[config.mk]
export PLATFORM = sky130hd
export DESIGN_NAME = bus_arbiter
export DESIGN_NICKNAME = d
export VERILOG_FILES = /design/src/rtl/bus_arbiter.sv
export SDC_FILE = /design/constraint.sdc
export NUM_CORES = 1
export LEC_CHECK = 0
export CAP_MARGIN = 5
export CORE_AREA = 2 2 120 122
export DETAILED_ROUTE_END_ITERATION = 7
export DIE_AREA = 0 0 122 124
export GPL_TIMING_DRIVEN = 0
export PLACE_DENSITY = 0.88
export SLEW_MARGIN = 20
export SYNTH_ARGS = -nofsm -noshare
export SYNTH_HDL_FRONTEND = slang
export SYNTH_SLANG_ARGS = --single-unit
[constraint.sdc]
create_clock -name clk -period 2.1 [get_ports clk]
set_input_delay 0.42 -clock clk [delete_from_list [all_inputs] [get_ports clk]]
set_output_delay 0.42 -clock clk [all_outputs]
set_load 0.02 [all_outputs]
[src/rtl/bus_arbiter.sv]
// Two-master (instruction/data) AHB-lite style arbiter sharing one slave port.
// Define BUS_ARB_RR_EN for round-robin arbitration; default is fixed priority, data over instruction.
module bus_arbiter (
    input  logic        clk,
    input  logic        rstn,
    input  logic [31:0] i_haddr,
    input  logic [31:0] d_haddr,
    input  logic        i_hprot,
    input  logic        d_hprot,
    input  logic [1:0]  i_hsize,
    input  logic [1:0]  d_hsize,
    input  logic        d_hwrite,
    input  logic [31:0] i_hwdata,
    input  logic [31:0] d_hwdata,
    input  logic        i_htrans,
    input  logic        d_htrans,
    output logic [31:0] i_hrdata,
    output logic [31:0] d_hrdata,
    output logic        i_hresp,
    output logic        d_hresp,
    output logic        i_hready,
    output logic        d_hready,
    output logic [31:0] haddr,
    output logic        hprot,
    output logic [1:0]  hsize,
    output logic        hwrite,
    output logic [31:0] hwdata,
    output logic        htrans,
    input  logic [31:0] hrdata,
    input  logic        hresp,
    input  logic        hready
);

    typedef enum logic [1:0] {
        IDLE = 2'd0,
        PEND = 2'd1,
        DATA = 2'd2
    } mstate_t;

    mstate_t     i_state;
    mstate_t     d_state;
    logic [31:0] i_pend_addr;
    logic [31:0] d_pend_addr;
    logic        i_pend_prot;
    logic        d_pend_prot;
    logic [1:0]  i_pend_size;
    logic [1:0]  d_pend_size;
    logic        d_pend_write;
    logic        req_i;
    logic        req_d;
    logic        gnt_i;
    logic        gnt_d;
`ifdef BUS_ARB_RR_EN
    logic        rr_last;
`endif

    // A pending master keeps requesting regardless of what it drives live.
    assign req_i = (i_state == PEND) || i_htrans;
    assign req_d = (d_state == PEND) || d_htrans;

    always_comb begin
        gnt_i = 1'b0;
        gnt_d = 1'b0;
        if (hready) begin
`ifdef BUS_ARB_RR_EN
            if (req_i && req_d) begin
                gnt_d = !rr_last;
                gnt_i = rr_last;
            end else begin
                gnt_i = req_i;
                gnt_d = req_d;
            end
`else
            gnt_d = req_d;
            gnt_i = req_i && !req_d;
`endif
        end
    end

    always_comb begin
        haddr  = 32'h0;
        hprot  = 1'b0;
        hsize  = 2'b00;
        hwrite = 1'b0;
        htrans = 1'b0;
        if (gnt_d) begin
            htrans = 1'b1;
            if (d_state == PEND) begin
                haddr  = d_pend_addr;
                hprot  = d_pend_prot;
                hsize  = d_pend_size;
                hwrite = d_pend_write;
            end else begin
                haddr  = d_haddr;
                hprot  = d_hprot;
                hsize  = d_hsize;
                hwrite = d_hwrite;
            end
        end else if (gnt_i) begin
            htrans = 1'b1;
            if (i_state == PEND) begin
                haddr = i_pend_addr;
                hprot = i_pend_prot;
                hsize = i_pend_size;
            end else begin
                haddr = i_haddr;
                hprot = i_hprot;
                hsize = i_hsize;
            end
        end
    end

    always_comb begin
        hwdata = 32'h0;
        if (d_state == DATA) begin
            hwdata = d_hwdata;
        end else if (i_state == DATA) begin
            hwdata = i_hwdata;
        end
    end

    assign i_hrdata = hrdata;
    assign d_hrdata = hrdata;
    assign i_hresp  = (i_state == DATA) && hresp;
    assign d_hresp  = (d_state == DATA) && hresp;

    // A master that presents an address it has not been granted is stalled.
    always_comb begin
        i_hready = 1'b1;
        if (i_state == DATA) begin
            i_hready = hready;
        end else if (i_state == PEND) begin
            i_hready = 1'b0;
        end else if (i_htrans && !gnt_i) begin
            i_hready = 1'b0;
        end
    end

    always_comb begin
        d_hready = 1'b1;
        if (d_state == DATA) begin
            d_hready = hready;
        end else if (d_state == PEND) begin
            d_hready = 1'b0;
        end else if (d_htrans && !gnt_d) begin
            d_hready = 1'b0;
        end
    end

    // Everything advances only on slave ready, so error and wait cycles freeze the arbiter.
    always_ff @(posedge clk or negedge rstn) begin
        if (!rstn) begin
            i_state      <= IDLE;
            d_state      <= IDLE;
            i_pend_addr  <= 32'h0;
            d_pend_addr  <= 32'h0;
            i_pend_prot  <= 1'b0;
            d_pend_prot  <= 1'b0;
            i_pend_size  <= 2'b00;
            d_pend_size  <= 2'b00;
            d_pend_write <= 1'b0;
`ifdef BUS_ARB_RR_EN
            rr_last      <= 1'b0;
`endif
        end else if (hready) begin
            if (gnt_i) begin
                i_state <= DATA;
            end else if (i_state == DATA) begin
                if (i_htrans) begin
                    i_state     <= PEND;
                    i_pend_addr <= i_haddr;
                    i_pend_prot <= i_hprot;
                    i_pend_size <= i_hsize;
                end else begin
                    i_state <= IDLE;
                end
            end

            if (gnt_d) begin
                d_state <= DATA;
            end else if (d_state == DATA) begin
                if (d_htrans) begin
                    d_state      <= PEND;
                    d_pend_addr  <= d_haddr;
                    d_pend_prot  <= d_hprot;
                    d_pend_size  <= d_hsize;
                    d_pend_write <= d_hwrite;
                end else begin
                    d_state <= IDLE;
                end
            end

`ifdef BUS_ARB_RR_EN
            if (gnt_i) begin
                rr_last <= 1'b0;
            end else if (gnt_d) begin
                rr_last <= 1'b1;
            end
`endif
        end
    end

endmodule

After elaboration in Yosys (flattened, before gate mapping)
Index checks and enable logic that the tools add are counted.
{"block": "classes", "n_addsub": 0, "mul": 0, "div": 0, "n_lt_le_gt_ge": 0, "eq_ne": 4, "n_shift": 0, "n_mux": 32, "n_bitwise": 2, "reduce_logical": 16}
{"operator": "32-bit two-way mux", "count": 6}
{"operator": "1-bit two-way mux", "count": 18}
{"operator": "2-bit two-way mux", "count": 8}
{"operator": "4-bit AND reduction", "count": 2}
{"operator": "1-bit logical AND", "count": 5}
{"operator": "2-bit by 1-bit == test with 1-bit output, second input constant", "count": 2}
{"operator": "2-bit == test, second input constant", "count": 2}
{"operator": "2-bit AND reduction", "count": 2}
{"operator": "2-bit nonzero test", "count": 2}
{"operator": "1-bit logical NOT", "count": 3}
{"operator": "1-bit logical OR", "count": 2}
{"operator": "1-bit NOT", "count": 2}
{"block": "word_totals", "regBits": 75, "latch_bits": 0, "ram_bits": 0, "romBits": 0, "input_bits": 173, "memories": 0}

Longest topological paths before layout
Gate-level depths: netlist of run 1.
{"block": "depth", "ltp_word": 10, "depth_mapped": 6, "depth_no_buf": 3}

Least setup slack after synthesis of run 1
No wires, ideal clock.
{"block": "synth_timing", "path_kind": "input to output", "startpoint": "input port hready", "endpoint": "output port haddr[2]", "t_arrival_ns": 1.642, "required_time_ns": 1.680, "path_slack_ns": 0.038, "path_stages": 5, "n_path_buf": 2, "path_cell_list": "buf_2 > nor2b_2 > nand2_2 > clkbuf_1 > o21ai_0"}
{"block": "synth_between", "elab_chain_len": 3}
{"element": "start, declared", "line": "31", "source": "input logic hready"}
{"element": "1-bit two-way mux", "line": "64", "source": "if (hready) begin"}
{"element": "32-bit two-way mux", "line": "99", "source": "end else if (gnt_i) begin"}
{"element": "32-bit two-way mux (*)", "line": "86", "source": "if (gnt_d) begin"}
{"element": "end, declared", "line": "23", "source": "output logic [31:0] haddr,"}
Mark *: on every way between the ends. The rest lies on a longest branch, timed or not.

Final worst setup path of run 1
{"block": "layout_timing", "startpoint": "register i_state[0]", "endpoint": "output port haddr[21]"}
{"block": "layout_between", "elab_chain_len": 6}
{"element": "start, declared", "line": "40", "source": "mstate_t i_state;"}
{"element": "start signal, assigned", "line": "153", "source": "i_state <= IDLE;"}
{"element": "start signal, assigned", "line": "167", "source": "i_state <= DATA;"}
{"element": "start signal, assigned", "line": "170", "source": "i_state <= PEND;"}
{"element": "2-bit by 1-bit == test with 1-bit output (*)", "line": "58, 101"}
{"element": "1-bit logical OR", "line": "58", "source": "assign req_i = (i_state == PEND) || i_htrans;"}
{"element": "1-bit logical AND", "line": "75", "source": "gnt_i = req_i && !req_d;"}
{"element": "1-bit two-way mux", "line": "64"}
{"element": "32-bit two-way mux (*)", "line": "99"}
{"element": "32-bit two-way mux (*)", "line": "86"}
Marks and branches as above.

==> flow_metrics.env, run 1 <==
export IMPL_status="finished with violations"
export IMPL_violations="negative setup slack"
export IMPL_pwr_share_seq=0.326
export IMPL_yosys_warnings=0
export IMPL_drt_total_wl_um=18540
export IMPL_skew_ns=0.009766
export IMPL_ys_seq_area_frac=0.3949
export IMPL_floorplan_rows=43
export IMPL_grt_max_degree=54
export IMPL_cp_slowest_cell="dfrtp_2"
export IMPL_swShare=0.3012
export IMPL_drc=0
export IMPL_synth_ff_type="dfrtp_1"
export IMPL_fp_dieW_um=122
export IMPL_grt_usage=0.2302
export IMPL_criticalPathCategory="reg2out"
export IMPL_power_leakage_nw=4.064
export IMPL_die_h_um=124
export IMPL_viasPerCell=5.161
export IMPL_comb_power_share=0.414
export IMPL_period_minus_slack_ns=2.165
export IMPL_dp_hpwl_um=13180
export IMPL_crit_family="flip-flops"
export IMPL_yosys_area_top_type="dfrtp_1"
export IMPL_hold_path_depth=2
export IMPL_root_buffer="clkbuf_16"
export IMPL_port_buffers=275
export IMPL_num_vias=4980
export IMPL_clk_path_buf_depth=2
export IMPL_clk_latency_ns=0.33
export IMPL_clockPowerShare=0.261
export IMPL_setup_viol=54
export IMPL_min_path_type="in2reg"
export IMPL_dp_cells=922
export IMPL_cp_required_ns=1.68
export IMPL_post_route_util=0.6430
export IMPL_r2r_cells=5
export IMPL_layout_commonest_cell="clkdlybuf4s50_1"
export IMPL_reg2reg_from="d_state[0]$_DFFE_PN0P_"
export IMPL_nNetsFinal=953
export IMPL_min_delay_start="hready"
export IMPL_crit_path_max_fanout=8
export IMPL_grt_pass1_wl_um=27050
export IMPL_synth_edf_count=0
export IMPL_crit_chain="buf_8 > clkbuf_16 > and3b_2 > a31oi_4 > o21ai_2 > buf_4"
export IMPL_avgRoutedWirePerCell_um=19.21
export IMPL_cp_arrival_ns=1.75
export IMPL_finalWorstSetupSlack_ns=-0.06522
export IMPL_worst_path_stages=6
export IMPL_start_util=0.3464
export IMPL_hold_viol=0
export IMPL_overflow=0
export IMPL_end_kind="output port"
export IMPL_ys_ff_latch=75
export IMPL_cp_num_buf_inv=3
export IMPL_gp_congestion=0.8306
export IMPL_slowest_delay_ns=0.48
export IMPL_grt_setup_unrepaired="yes"
export IMPL_max_slew_worst_pin_slew_ns=0.3944
export IMPL_start_kind="flip-flop"
export IMPL_whs_ns=0.4062
export IMPL_internal_power_mw=4.235
export IMPL_core_area_um2=13720
export IMPL_power_density_nw_per_um2=687.0
export IMPL_cts_htree_levels=3
export IMPL_peakVddDrop_uv=461.9
export IMPL_cts_made_buffers=9
export IMPL_crit_start="i_state[0]$_DFFE_PN0P_"
export IMPL_synthDistinctLibCells=32
export IMPL_syn_nets=639
export IMPL_slew_viol_final=0
export IMPL_ioPinCount=310
export IMPL_syn_inst=466
export IMPL_synth_area_leaders="dfrtp_1 39%, buf_4 10%, mux2_4 9.5%"
export IMPL_p_sw_mw=1.826
export IMPL_clock_sinks=75
export IMPL_antenna_found_initial=0
export IMPL_drtPass1Iterations=4
export IMPL_power_mw=6.061
export IMPL_slew_headroom=0.7361
export IMPL_cts_tree="yes"
export IMPL_areaGrowthSynthToFinish_pct=85.65
export IMPL_clkTransAtPathRegs_ns=0.06
export IMPL_grt_pass1_vias=5053
export IMPL_layout_drive_gt1_share=0.3809
export IMPL_synth_top_cell_area_share=0.3949
export IMPL_mappedNetlistArea_um2=4752
export IMPL_syn_avg_cell_area_um2=10.20
export IMPL_final_cells=965
export IMPL_fmax_ghz=0.4618
export IMPL_ant_nets=0
export IMPL_drt_iter0_markers=365
export IMPL_mostFrequentLayoutCells="200 x clkdlybuf4s50_1, 103 x buf_4, 72 x dfrtp_1"
export IMPL_min_period_over_period=1.031
export IMPL_antennaDiodeCount=0
export IMPL_drv_cap=0
export IMPL_async_flop_share=1.000
export IMPL_die_area_um2=15130
export IMPL_pre_cts_ws_ns=-1.287
==> power by group through the flow <==
stage	clock network [mW]	registers [mW]	logic, mW
3_5_place_dp	0	1.98	2.13
5_1_grt	1.67	2.01	2.64
2_1_floorplan	0	1.92	1.28
3_3_place_gp	0	1.96	2.10
6_report	1.58	1.97	2.51
4_1_cts	1.60	1.96	2.35
==> logic make-up after synthesis <==
group,count (synthesis),share of synthesized area
DFF,75,0.3949
and+or+nand+nor,59,0.09637
AOI/OAI and AO/OA,150,0.2256
buffers and inverters,147,0.1764
muxes,35,0.1066
==> registers in the layout, indices dropped and copies added (netlist names) <==
signal	flops
i_state	2
d_pend_prot	1
d_pend_size	2
d_pend_addr	32
i_pend_prot	1
i_pend_size	2
d_pend_write	1
i_pend_addr	32
d_state	2
==> per-layer routing <==
layer	vias up	routed length, µm	track usage
met4	0	376	0.05963
met2	232	9190	0.4068
met1	2441	7692	0.2878
li1	2274	-	-
met3	33	1277	0.04579
met5	-	0	0
==> synth_stat cells, types with 2 or more instances <==
master     n
a31oi_1   37
dfrtp_1   75
inv_1      3
buf_4     64
nor2_1     3
and2_1     3
mux2_4    30
a21oi_1    4
buf_6      3
mux2_2     5
nand2_1    2
and3b_1   36
nor2b_2    2
clkbuf_1  58
buf_2     18
nand2b_1   4
a22o_1    32
o21ai_1   14
a32oi_1   35
nor2b_1    2
o21ai_0   23
nand3_1    3
==> final timing paths <==
check	endpoint	slack (ns)
min in group asynchronous	i_pend_addr[10]$_DFFE_PN0P_	0.54
max	haddr[21]	-0.07
min reg2reg	d_pend_addr[17]$_DFFE_PN0P_	0.46
max reg2reg	i_pend_addr[15]$_DFFE_PN0P_	0.27
max in group asynchronous	i_state[1]$_DFFE_PN0P_	0.98
min	d_state[1]$_DFFE_PN0P_	0.41
==> timing repair <==
item / in CTS / in global routing
buffers inserted: 19 / 3
endpoints found under the setup margin: 73 / 71
pin swaps: 13 / 27
endpoints found under the hold margin: 17 / 0
gates cloned: 4 / 3
hold buffers: 1 / 0
gates resized for setup: 490 / 88
==> per-stage QoR <==
stage / setup TNS, ns / instance area [µm²]
after floorplan: 0 / 4752
after global placement: -195.48 / 7730
after detailed placement: -48.41 / 7755
after CTS: -0.7526 / 8484
after global routing: -5.575 / 8822
final: -1.662 / 8822
==> final cells by class <==
class	count	area, µm²
Multi-Input combinational cell	244	2322
Fill cell	1062	4897
Clock buffer	11	242.7
Buffer	142	1111
Timing Repair Buffer	305	2969
Inverter	3	11.26
Clock inverter	5	60.06
Tap cell	180	225.2
Sequential cell	75	1881
==> worst register-to-register path, stage by stage, from the launching register on <==
cell,delay (ns)
dfrtp_2,0.46
buf_4,0.16
nor2b_2,0.18
o21ai_4,0.34
buf_6,0.26
mux2_4,0.32
No activity file was read; power rests on OpenSTA's default activity.
==> run 2, diff against run 1 <==
--- a/config.mk
+++ b/config.mk
@@ -6,11 +6,11 @@
 export NUM_CORES = 1
 export LEC_CHECK = 0
 export CAP_MARGIN = 5
-export CORE_AREA = 2 2 120 122
+export CORE_MARGIN = 10
+export CORE_UTILIZATION = 37
 export DETAILED_ROUTE_END_ITERATION = 7
-export DIE_AREA = 0 0 122 124
 export GPL_TIMING_DRIVEN = 0
-export PLACE_DENSITY = 0.88
+export PLACE_DENSITY = 0.93
 export SLEW_MARGIN = 20
 export SYNTH_ARGS = -nofsm -noshare
 export SYNTH_HDL_FRONTEND = slang
==> flow_metrics.env, run 2 (synthesized netlist as in run 1, its figures left out) <==
export IMPL_status="finished with violations"
export IMPL_violations="negative setup slack"
export IMPL_internal_power_mw=4.276
export IMPL_antenna_found_initial=0
export IMPL_cts_made_buffers=9
export IMPL_cp_required_ns=1.68
export IMPL_peakVddDrop_uv=491.9
export IMPL_dp_hpwl_um=15860
export IMPL_swShare=0.3017
export IMPL_seqCellArea_um2=1881
export IMPL_slew_headroom=0.7353
export IMPL_core_area_um2=12620
export IMPL_comb_power_share=0.411
export IMPL_grt_usage=0.2143
export IMPL_start_util=0.3766
export IMPL_final_cells=949
export IMPL_die_h_um=133.3
export IMPL_p_sw_mw=1.848
export IMPL_mostFrequentLayoutCells="200 x clkdlybuf4s50_1, 96 x buf_4, 72 x dfrtp_1"
export IMPL_grt_setup_unrepaired="yes"
export IMPL_reg2reg_slack_ns=0.42
export IMPL_port_buffers=275
export IMPL_max_slew_worst_pin_slew_ns=0.3971
export IMPL_r2r_cells=4
export IMPL_fmax_ghz=0.4545
export IMPL_min_path_type="in2async"
export IMPL_drt_iter0_markers=320
export IMPL_reg2reg_from="d_state[0]$_DFFE_PN0P_"
export IMPL_skew_ns=0.007196
export IMPL_finalWorstSetupSlack_ns=-0.1004
export IMPL_grt_pass1_vias=5254
export IMPL_grt_max_degree=49
export IMPL_gp_congestion=0.8362
export IMPL_avgRoutedWirePerCell_um=22.06
export IMPL_cts_htree_levels=3
export IMPL_power_density_nw_per_um2=690.5
export IMPL_hold_buffers=0
export IMPL_grt_pass1_wl_um=30400
export IMPL_areaGrowthSynthToFinish_pct=86.62
export IMPL_end_kind="output port"
export IMPL_dp_cells=914
export IMPL_tns_ns=-3.510
export IMPL_drtPass1Iterations=5
export IMPL_largestRegisters="d_pend_addr: 32 flops, i_pend_addr: 32 flops"
export IMPL_hold_viol=0
export IMPL_layout_drive_gt1_share=0.3848
export IMPL_start_kind="flip-flop"
export IMPL_pwr_share_seq=0.323
export IMPL_die_area_um2=17780
export IMPL_crit_start="d_state[0]$_DFFE_PN0P_"
export IMPL_drc=0
export IMPL_multi_input_area_um2=2426
export IMPL_drt_total_wl_um=20930
export IMPL_overflow=0
export IMPL_n_fill_cell=921
export IMPL_nNetsFinal=945
export IMPL_clkTransAtPathRegs_ns=0.06
export IMPL_power_leakage_nw=4.039
export IMPL_drv_cap=0
export IMPL_clk_path_buf_depth=2
export IMPL_ant_nets=0
export IMPL_cp_arrival_ns=1.78
export IMPL_criticalPathCategory="reg2out"
export IMPL_floorplan_rows=41
export IMPL_period_minus_slack_ns=2.200
export IMPL_clk_latency_ns=0.33
export IMPL_viasPerCell=5.205
export IMPL_antennaDiodeCount=0
export IMPL_clockPowerShare=0.266
export IMPL_num_vias=4940
export IMPL_slew_viol_final=0
export IMPL_clock_sinks=75
export IMPL_r2r_end="i_pend_addr[15]$_DFFE_PN0P_"
export IMPL_min_period_over_period=1.048
export IMPL_cts_tree="yes"
export IMPL_root_buffer="clkbuf_16"
export IMPL_ioPinCount=310
export IMPL_layout_commonest_cell="clkdlybuf4s50_1"
export IMPL_setup_viol=63
export IMPL_crit_path_max_fanout=5
export IMPL_fp_dieW_um=133.3
==> run 2: changes by cell type in the layout (fill, tap and decap cells not counted), sizes merged <==
| cell | delta |
|---|---|
| buf | -5 |
| clkbuf | -1 |
| clkdlybuf4s15 | +1 |
| dlygate4sd2 | -1 |
| dlygate4sd3 | -1 |
| inv | -1 |
==> run 2: worst max-delay path, cell delays in order (launching register included) <==
cell and delay, ns:
dfrtp_2 0.45, nor2b_4 0.20, nor3b_4 0.06, buf_6 0.12, buf_6 0.12, buf_8 0.12, a22o_1 0.22, buf_6 0.14
==> run 2: how the worst max path moves through the flow <==
stage | end | slack, ns | cells past startpoint
2_1_floorplan | haddr[2] | 0.04 | 5
3_3_place_gp | d_pend_addr[27]$_DFFE_PN0P_ | -2.06 | 1
3_5_place_dp | haddr[21] | -1.22 | 6
4_1_cts | hwdata[16] | -0.10 | 7
5_1_grt | hwdata[12] | -0.16 | 7
6_report | hwdata[12] | -0.10 | 7
==> run 2: repair_timing <==
action,CTS,global route
setup buffers,15,4
gates cloned,2,1
setup endpoints to repair,73,72
pin swaps,13,13
resized for setup,475,97
==> run 2: per-stage QoR <==
| step | power [mW] | setup slack [ns] | utilization | hold WS (ns) | area, µm² |
|---|---|---|---|---|---|
| final | 6.124 | -0.1004 | 0.7028 | 0.005304 | 8869 |
| after global routing | 6.392 | -0.1605 | 0.7028 | 0.01954 | 8869 |
| after CTS | 5.915 | -0.1010 | 0.6682 | 0.009289 | 8432 |
| after detailed placement | 4.136 | -1.220 | 0.6137 | 0.3724 | 7745 |
| after global placement | 4.075 | -2.064 | 0.6117 | 0.4399 | 7720 |
| after floorplan | 3.193 | 0.03835 | - | 0.1244 | 4752 |
==> run 2: layout make-up <==
| cell class | instances | area share |
|---|---|---|
| clock inverter | 4 | 0.005361 |
| sequential | 75 | 0.2120 |
| timing repair buffer | 298 | 0.3283 |
| multi-input combinational | 244 | 0.2736 |
| tap | 172 | 0.02427 |
| clock buffer | 12 | 0.03005 |
| buffer | 141 | 0.1251 |
| inverter | 3 | 0.001270 |
==> run 2: power by group through the flow <==
stage | clock (mW) | combinational (mW) | sequential [mW]
final | 1.63 | 2.52 | 1.98
after global placement | 0 | 2.11 | 1.96
after CTS | 1.65 | 2.31 | 1.96
after global routing | 1.72 | 2.65 | 2.02
after floorplan | 0 | 1.28 | 1.92
after detailed placement | 0 | 2.16 | 1.97
==> run 2: per-layer routing <==
layer	vias to the layer above	global-route usage	part of all wire
met3	30	0.07256	0.083
met1	2398	0.2415	0.38
met5	-	0	0
met2	250	0.3780	0.52
met4	0	0.05441	0.018
li1	2262	-	-
==> run 3, diff against run 2 <==
--- a/config.mk
+++ b/config.mk
@@ -5,6 +5,7 @@
 export SDC_FILE = /design/constraint.sdc
 export NUM_CORES = 1
 export LEC_CHECK = 0
+export ABC_AREA = 0
 export CAP_MARGIN = 5
 export CORE_MARGIN = 10
 export CORE_UTILIZATION = 37
==> results of run 3 <==
The final DEF is identical to that of run 2; final timing and power are the same.
